==> config.mk <==
export PLATFORM = sky130hd
export DESIGN_NAME = frame_writer
export DESIGN_NICKNAME = d
export VERILOG_FILES = /design/src/rtl/frame_pkg.sv /design/src/rtl/frame_writer_bank_seq.sv /design/src/rtl/frame_writer.sv
export SDC_FILE = /design/constraint.sdc
export NUM_CORES = 1
export LEC_CHECK = 0
export ABC_AREA = 1
export BUFFER_PORTS_ARGS = -buffer_cell sky130_fd_sc_hd__buf_2
export CORE_UTILIZATION = 64
export CTS_BUF_LIST = sky130_fd_sc_hd__clkbuf_8
export DETAILED_ROUTE_END_ITERATION = 16
export PLACE_DENSITY = 0.95
export SLEW_MARGIN = 10
export SYNTH_ARGS = -nofsm -noshare
export SYNTH_HDL_FRONTEND = slang
export SYNTH_SLANG_ARGS = --single-unit
==> constraint.sdc <==
create_clock -name i_clk -period 6.6 [get_ports i_clk]
set_input_delay 0.66 -clock i_clk [delete_from_list [all_inputs] [get_ports i_clk]]
set_output_delay 0.66 -clock i_clk [all_outputs]
set_load 0.005 [all_outputs]
==> src/rtl/frame_pkg.sv <==
// Shared types and elaboration-time helpers for the frame writer slice.
package frame_pkg;

  typedef enum logic {
    ST_SYNC,
    ST_ACTIVE
  } state_e;

  function automatic int unsigned clog2(input int unsigned v);
    int unsigned r;
    r = 0;
    while ((64'd1 << r) < 64'(v)) r++;
    return r;
  endfunction

  function automatic int unsigned max2(input int unsigned a, input int unsigned b);
    return (a > b) ? a : b;
  endfunction

endpackage

==> src/rtl/frame_writer_bank_seq.sv <==
// Frame-buffer bank rotation: bank index plus its base address, stepped by one frame per advance.
module bank_seq
  import frame_pkg::*;
#(
  parameter int unsigned NUM_BANKS = 2,
  parameter int unsigned FRAME_PIX = 8,
  parameter int unsigned ADDR_W    = 4,
  parameter int unsigned BANK_W    = 1
) (
  input  logic              clk_i,
  input  logic              rst_i,
  input  logic              clr_i,
  input  logic              adv_i,
  output logic [BANK_W-1:0] bank_o,
  output logic [ADDR_W-1:0] base_o
);

  logic [BANK_W-1:0] bank_q, bank_d;
  logic [ADDR_W-1:0] base_q, base_d;

  // Base is accumulated rather than computed as bank*FRAME_PIX.
  always_comb begin
    bank_d = bank_q;
    base_d = base_q;
    if (clr_i) begin
      bank_d = '0;
      base_d = '0;
    end else if (adv_i) begin
      if (bank_q == BANK_W'(NUM_BANKS - 1)) begin
        bank_d = '0;
        base_d = '0;
      end else begin
        bank_d = bank_q + BANK_W'(1);
        base_d = base_q + ADDR_W'(FRAME_PIX);
      end
    end
  end

  always_ff @(posedge clk_i or posedge rst_i) begin
    if (rst_i) begin
      bank_q <= '0;
      base_q <= '0;
    end else begin
      bank_q <= bank_d;
      base_q <= base_d;
    end
  end

  assign bank_o = bank_q;
  assign base_o = base_q;

endmodule

==> src/rtl/frame_writer.sv <==
// FIFO-to-BRAM frame writer: SOF alignment, short/long frame detection, multi-bank rotation.
module frame_writer
  import frame_pkg::*;
#(
  parameter int unsigned DATA_WIDTH = 12,
  parameter int unsigned FRAME_W    = 640,
  parameter int unsigned FRAME_H    = 480,
  parameter int unsigned NUM_BANKS  = 2,
  localparam int unsigned FRAME_PIX = FRAME_W * FRAME_H,
  localparam int unsigned ADDR_W    = max2(1, clog2(NUM_BANKS * FRAME_PIX)),
  localparam int unsigned BANK_W    = max2(1, clog2(NUM_BANKS))
) (
  input  logic                  i_clk,
  input  logic                  i_rst,
  input  logic                  i_en,
  input  logic                  i_flush,
  input  logic [DATA_WIDTH-1:0] i_rdata,
  input  logic                  i_rsof,
  input  logic                  i_empty,
  output logic                  o_rd,
  output logic                  o_wr,
  output logic [ADDR_W-1:0]     o_waddr,
  output logic [DATA_WIDTH-1:0] o_wdata,
  output logic [BANK_W-1:0]     o_done_bank,
  output logic                  o_frame_done,
  output logic                  o_err_short,
  output logic                  o_err_long,
  output logic [15:0]           o_frame_cnt
);

  localparam int unsigned OFF_W = max2(1, clog2(FRAME_PIX));
  localparam logic [OFF_W-1:0] LAST_OFF = OFF_W'(FRAME_PIX - 1);

  state_e            state_q, state_d;
  logic [OFF_W-1:0]  off_q, off_d;
  logic [OFF_W-1:0]  wr_off;
  logic              do_wr, err_s, err_l, complete;
  logic [BANK_W-1:0] bank;
  logic [ADDR_W-1:0] base;

  assign o_rd = i_en & ~i_empty & ~i_flush;

  bank_seq #(
    .NUM_BANKS (NUM_BANKS),
    .FRAME_PIX (FRAME_PIX),
    .ADDR_W    (ADDR_W),
    .BANK_W    (BANK_W)
  ) u_bank_seq (
    .clk_i  (i_clk),
    .rst_i  (i_rst),
    .clr_i  (i_flush),
    .adv_i  (complete),
    .bank_o (bank),
    .base_o (base)
  );

  // An SOF pixel always lands at offset 0, whether it starts, restarts or follows a frame.
  always_comb begin
    state_d = state_q;
    off_d   = off_q;
    do_wr   = 1'b0;
    wr_off  = '0;
    err_s   = 1'b0;
    err_l   = 1'b0;
    if (i_flush) begin
      state_d = ST_SYNC;
      off_d   = '0;
    end else if (o_rd) begin
      unique case (state_q)
        ST_SYNC: do_wr = i_rsof;
        ST_ACTIVE: begin
          if (off_q == '0) begin
            if (i_rsof) begin
              do_wr = 1'b1;
            end else begin
              err_l   = 1'b1;
              state_d = ST_SYNC;
            end
          end else begin
            do_wr = 1'b1;
            if (i_rsof) err_s = 1'b1;
            else        wr_off = off_q;
          end
        end
        default: state_d = ST_SYNC;
      endcase
    end
    complete = do_wr && (wr_off == LAST_OFF);
    if (do_wr) begin
      state_d = ST_ACTIVE;
      off_d   = complete ? '0 : wr_off + OFF_W'(1);
    end
  end

  always_ff @(posedge i_clk or posedge i_rst) begin
    if (i_rst) begin
      state_q      <= ST_SYNC;
      off_q        <= '0;
      o_wr         <= 1'b0;
      o_waddr      <= '0;
      o_wdata      <= '0;
      o_done_bank  <= '0;
      o_frame_done <= 1'b0;
      o_err_short  <= 1'b0;
      o_err_long   <= 1'b0;
      o_frame_cnt  <= '0;
    end else begin
      state_q      <= state_d;
      off_q        <= off_d;
      o_wr         <= do_wr;
      o_frame_done <= complete;
      o_err_short  <= err_s;
      o_err_long   <= err_l;
      if (do_wr) begin
        o_waddr <= base + ADDR_W'(wr_off);
        o_wdata <= i_rdata;
      end
      if (complete) begin
        o_done_bank <= bank;
        o_frame_cnt <= o_frame_cnt + 16'd1;
      end
    end
  end

endmodule

---- Word-level counts from Yosys, hierarchy flattened ----
Cells that the tools add are included.
storage, ports and cells
  latch bits .............................. 0
  input port bits ......................... 18
  memories kept ........................... 0
  memory bits (read-only) ................. 0
  bits in writable memories ............... 0
  register bits after elaboration ......... 94
cells by class
  bitwise operators ....................... 5
  multiplexer cells ....................... 32
  add/subtract/negate cells ............... 5
  shift-type cells ........................ 0
  $lt $le $gt $ge ......................... 0
  divide/modulo/power cells ............... 0
  $mul .................................... 0
  eq/ne operators ......................... 1
  reductions and logical operators ........ 5
operator list
  operator                  number
  $mux W19                  8
  $mux W20                  3
  $add A20 B19 Y20          1
  $add A20 B19 Y20 const B  1
  $mux W1                   20
  $add A19 B1 Y19 const B   1
  $eq A19 B19 Y1 const B    1
  $logic_not A19 Y1         1
  $add A16 B1 Y16 const B   1
  $reduce_bool A2 Y1        2
  $not A1 Y1                3
  $reduce_bool A3 Y1        1
  $and A1 B1 Y1             2
  $pmux W1 S2               1
  $add A1 B1 Y1 const B     1
  $logic_and A1 B1 Y1       1

---- Logic depth before layout (Yosys ltp) ----
  depth after elaboration ................. 9
  gate-level depth with buffers ........... 17
  depth with buffers taken out ............ 15

---- Hierarchy ----
A second synthesis with hierarchy kept.
unflattened totals
  cell total of the unflattened synthesis .. 793
  area, all modules ....................... 5861.9 µm²
modules (own cells, without submodules)
  module        cells each  area each (µm²)  times used
  frame_writer  725         5305.1           1
  bank_seq      68          556.8            1

---- Worst setup path before layout ----
No wires, ideal clock.
  path type ............................... input -> register
  from .................................... input i_flush
  to ...................................... register o_frame_cnt[10]
  data arrival time ....................... 2563 ps
  setup slack ............................. 3921 ps
  buffers on the path ..................... 5
  stages on the path ...................... 16
  cell sequence ........................... buf_6 inv_4 nand3_4 buf_8 buf_6 nor2_2 ha_1 nand3_1 inv_1 nand2_2 nor2_4 nand2_4 buf_6 buf_6 nand2_1 nand2_1
on the way
  longest elaborated chain between the ends .. 6
  elaborated cells on any way between the ends .. 8
  those cells by class .................... eq/ne (1); mux (4); bitwise (2); reduce/logical (1)
ends and longest elaborated chain
  what                   RTL line             text
  from (decl)            frame_writer.sv:16   input logic i_flush,
  $not A1 Y1             frame_writer.sv:41   assign o_rd = i_en & ~i_empty & ~i_flush;
  $and A1 B1 Y1          frame_writer.sv:41
  $mux W19               frame_writer.sv:68   end else if (o_rd) begin
  $mux W19               frame_writer.sv:65   if (i_flush) begin
  $eq A19 B19 Y1         frame_writer.sv:88   complete = do_wr && (wr_off == LAST_OFF);
  $logic_and A1 B1 Y1 *  frame_writer.sv:88
  to (signal assigned)   frame_writer.sv:120  o_frame_cnt <= o_frame_cnt + 16'd1;
  to (decl)              frame_writer.sv:28   output logic [15:0] o_frame_cnt
Every way passes the cells marked *; elsewhere a longest branch is shown, timed or not.
A chain may end at the register's enable or synchronous reset.

---- Worst setup path after layout ----
  from .................................... input i_flush
  to ...................................... register o_frame_cnt[3]
The elaborated chain is that of the path after synthesis.

==> metrics.txt <==
status complete, no violations; Die H between 80 and 90 um; Max-cap violations 0; postcts setup bufs 0; TritonCTS Sinks 82; largest net degree at the start of global routing 83; CTS buffer count 9; first-pass GRT wire length 20600 um; reg2reg start state_q; Rel. slew slack 0.318; Mapped Nets 650; Area contributors post-synth dfrtp_1 (42%), nand2_1 (11%), nand3_1 (9.1%); worst hold-check path type input port to register; Compound-Gate Fraction of Synth Area 0.0535; I/O pin count 72; met2 Use GR 0.559; xor and xnor fraction of the mapped netlist area 0.0663; full die area 7990 um2; clock latency on the worst-skew pair ~0.37 ns; share of post-route cells with drive strength above 1 0.183; post-route ant nets 0; Total Routing Usage GR 0.344; vias post-DR between 4000 and 5000; TNS Setup 0 ns; 1st-iter DRT viols 397; f_max 0.302 GHz; clk_skew 0.0109 ns; Power, Total 1.16 mW; Chip Width approximately 89 um; initial antenna violation count 0; post-DP HPWL between 9000 and 10000 um; core area 7330 um2; root buf cell clkbuf_8; number of H-tree levels 3; post-synth top area share 0.420; register area share after synthesis 0.420; Async S/R FF share, synth 1.00; final core utilization 0.750; RSZ-0062 raised after global routing false; Area Growth Syn to Fin 12.5%; main combinational cell family by area after synthesis simple AND/OR/NAND/NOR gates; Yosys top cell by area dfrtp_1; Site Rows 31; CP required 6.89 ns; CTS tree done; kind of end point of the critical path register; final worst path period share 0.502; crit-path max FO 31; Unique masters post-synth 39; hold_buf cts 0; Pre-Repair DR Iteration Count 7; Worst Setup SP i_flush; portion of netlist area occupied by mux cells 0; Final Hold Vio Count 0; Post-synth EDFFs 0; Critical Path AT ~3.6 ns; fin. max-slew vios 0; Placer Congestion between 1 and 1.5; Adder-Cell Fraction of Synth Area 0.0282; dominant synthesized flop cell dfrtp_1; routed vias/inst between 5 and 6; Crit Path Class input port to register; GR peak layer met2; Yosys Warn Count 0; setup violators final 0; Cells after Synth between 600 and 700; GR Util met3 0.0711; Port Buffers 71; Synth Area in Simple Gates 0.353; final worst path period need approximately 3.3 ns; syn avg cell area 7.87 um2; nets@finish 711; CTS resizes 0; Diodes inserted 0; gr ovfl total 0; Clk pin slew, worst setup/hold paths roughly 0.090 ns; vias in the first global route ~4300; Worst Max-Slew Pin Slew 1.02 ns; flops & latches, synth 82; crit start category input port; GR met1 Demand/Resource 0.438; Leak about 2.8 nW; Peak VDD IR 109 uV; Bufs on Longest Clock Path 2; mapped cell area between 4000 and 5000 um2; initial core utilization 0.666; Routed WL 12900 um; Hold Crit Start i_rdata[7]; DR WL/cell roughly 16 um; P per Cell Area 211 nW/um2; Filler cells ~560; DRC Markers 0
## sequential cells by signal (all words and copies together) (netlist names)
| register | cells |
|---|---|
| o_waddr | 20 |
| off_q | 19 |
| o_frame_cnt | 16 |
| o_wdata | 12 |
| u_bank_seq.base_o | 8 |
| o_done_bank | 1 |
| o_err_long | 1 |
| o_err_short | 1 |
| o_frame_done | 1 |
| o_wr | 1 |
| state_q | 1 |
| u_bank_seq.bank_o | 1 |
## cell families after synthesis
family / count (synthesis)
buffers and inverters: 84
other: 1
DFF: 82
xor gates and xnor gates: 37
AOI/OAI and AO/OA: 50
adders and majority gates: 11
and+or+nand+nor: 356
## synth_stat cells, types with 2 or more instances
| library cell | n |
|---|---|
| nand2_1 | 149 |
| nand3_1 | 89 |
| dfrtp_1 | 82 |
| inv_1 | 56 |
| nor2_1 | 47 |
| o21ai_0 | 28 |
| xor2_1 | 26 |
| nand4_1 | 18 |
| nor3_1 | 15 |
| ha_1 | 11 |
| xnor2_1 | 11 |
| clkbuf_1 | 10 |
| a21oi_1 | 9 |
| nor2_4 | 8 |
| o21ai_1 | 8 |
| nor2_2 | 6 |
| nand2_2 | 5 |
| buf_2 | 4 |
| buf_4 | 4 |
| buf_6 | 4 |
| nand3_2 | 4 |
| nor4_1 | 4 |
| inv_2 | 3 |
| nand3b_1 | 3 |
| nor2_8 | 2 |
| nor3_2 | 2 |
## final timing paths
| path | slack (ns) | cells after the start | end |
|---|---|---|---|
| max reg2reg | 3.37 | 13 | o_frame_cnt[3] |
| min | 0.48 | 3 | o_wdata[7] |
| min reg2reg | 0.50 | 2 | o_waddr[0] |
| max | 3.29 | 15 | o_frame_cnt[3] |
| max in group asynchronous | 5.34 | 3 | o_frame_cnt[8] |
| min in group asynchronous | 0.60 | 3 | o_waddr[15] |
## final cells by class
cell class,count,area [um2],area share
Sequential cell,82,2050,0.373
Clock inverter,5,108,0.0196
Inverter,60,229,0.0417
Tap cell,99,124,0.0225
Multi-Input combinational cell,455,2450,0.446
Timing Repair Buffer,74,378,0.0688
Clock buffer,11,151,0.0276
## through the flow
step	setup WS [ns]	hold WS [ns]	cells	cell area (um2)
floorplan	3.83	0.476	621	4880
global placement	3.19	0.470	770	5240
detailed placement	3.00	0.485	770	5240
CTS	3.38	0.481	786	5500
global route	3.02	0.508	786	5500
finish	3.29	0.477	786	5500
## layer usage
| metal | wire length (um) | share of wire |
|---|---|---|
| met3 | 1110 | 0.086 |
| met1 | 5100 | 0.40 |
| met5 | 0 | 0 |
| met2 | 6180 | 0.48 |
| met4 | 489 | 0.038 |
## critical path: stages
cell and delay [ns]:
buf_2 0.16, inv_4 0.18, nand3_4 0.37, nor2_8 0.22
nand2_2 0.14, nor2_1 0.18, ha_1 0.28, nand3_1 0.20
inv_1 0.17, nand2_2 0.10, nor2_4 0.13, nand2_4 0.24
inv_2 0.37, nand2_1 0.10, o21ai_1 0.08
## where the power goes
part / switching, mW / internal [mW]
clock: 0.195 / 0.275
sequential: 0.0233 / 0.534
combinational: 0.0773 / 0.0526
## cell usage in the layout (no fill, tap or decap), types with 4 or more instances in the layout
master	synthesis	layout
a21oi_1	9	9
buf_2	4	71
clkbuf_8	0	11
dfrtp_1	82	82
ha_1	11	11
inv_1	56	55
nand2_1	149	149
nand2_2	5	5
nand3_1	89	89
nand3_2	4	4
nand4_1	18	18
nor2_1	47	47
nor2_2	6	6
nor2_4	8	8
nor3_1	15	15
nor4_1	4	4
o21ai_0	28	28
o21ai_1	8	8
xnor2_1	11	11
xor2_1	26	26
Power figures use the tool's default switching activity.
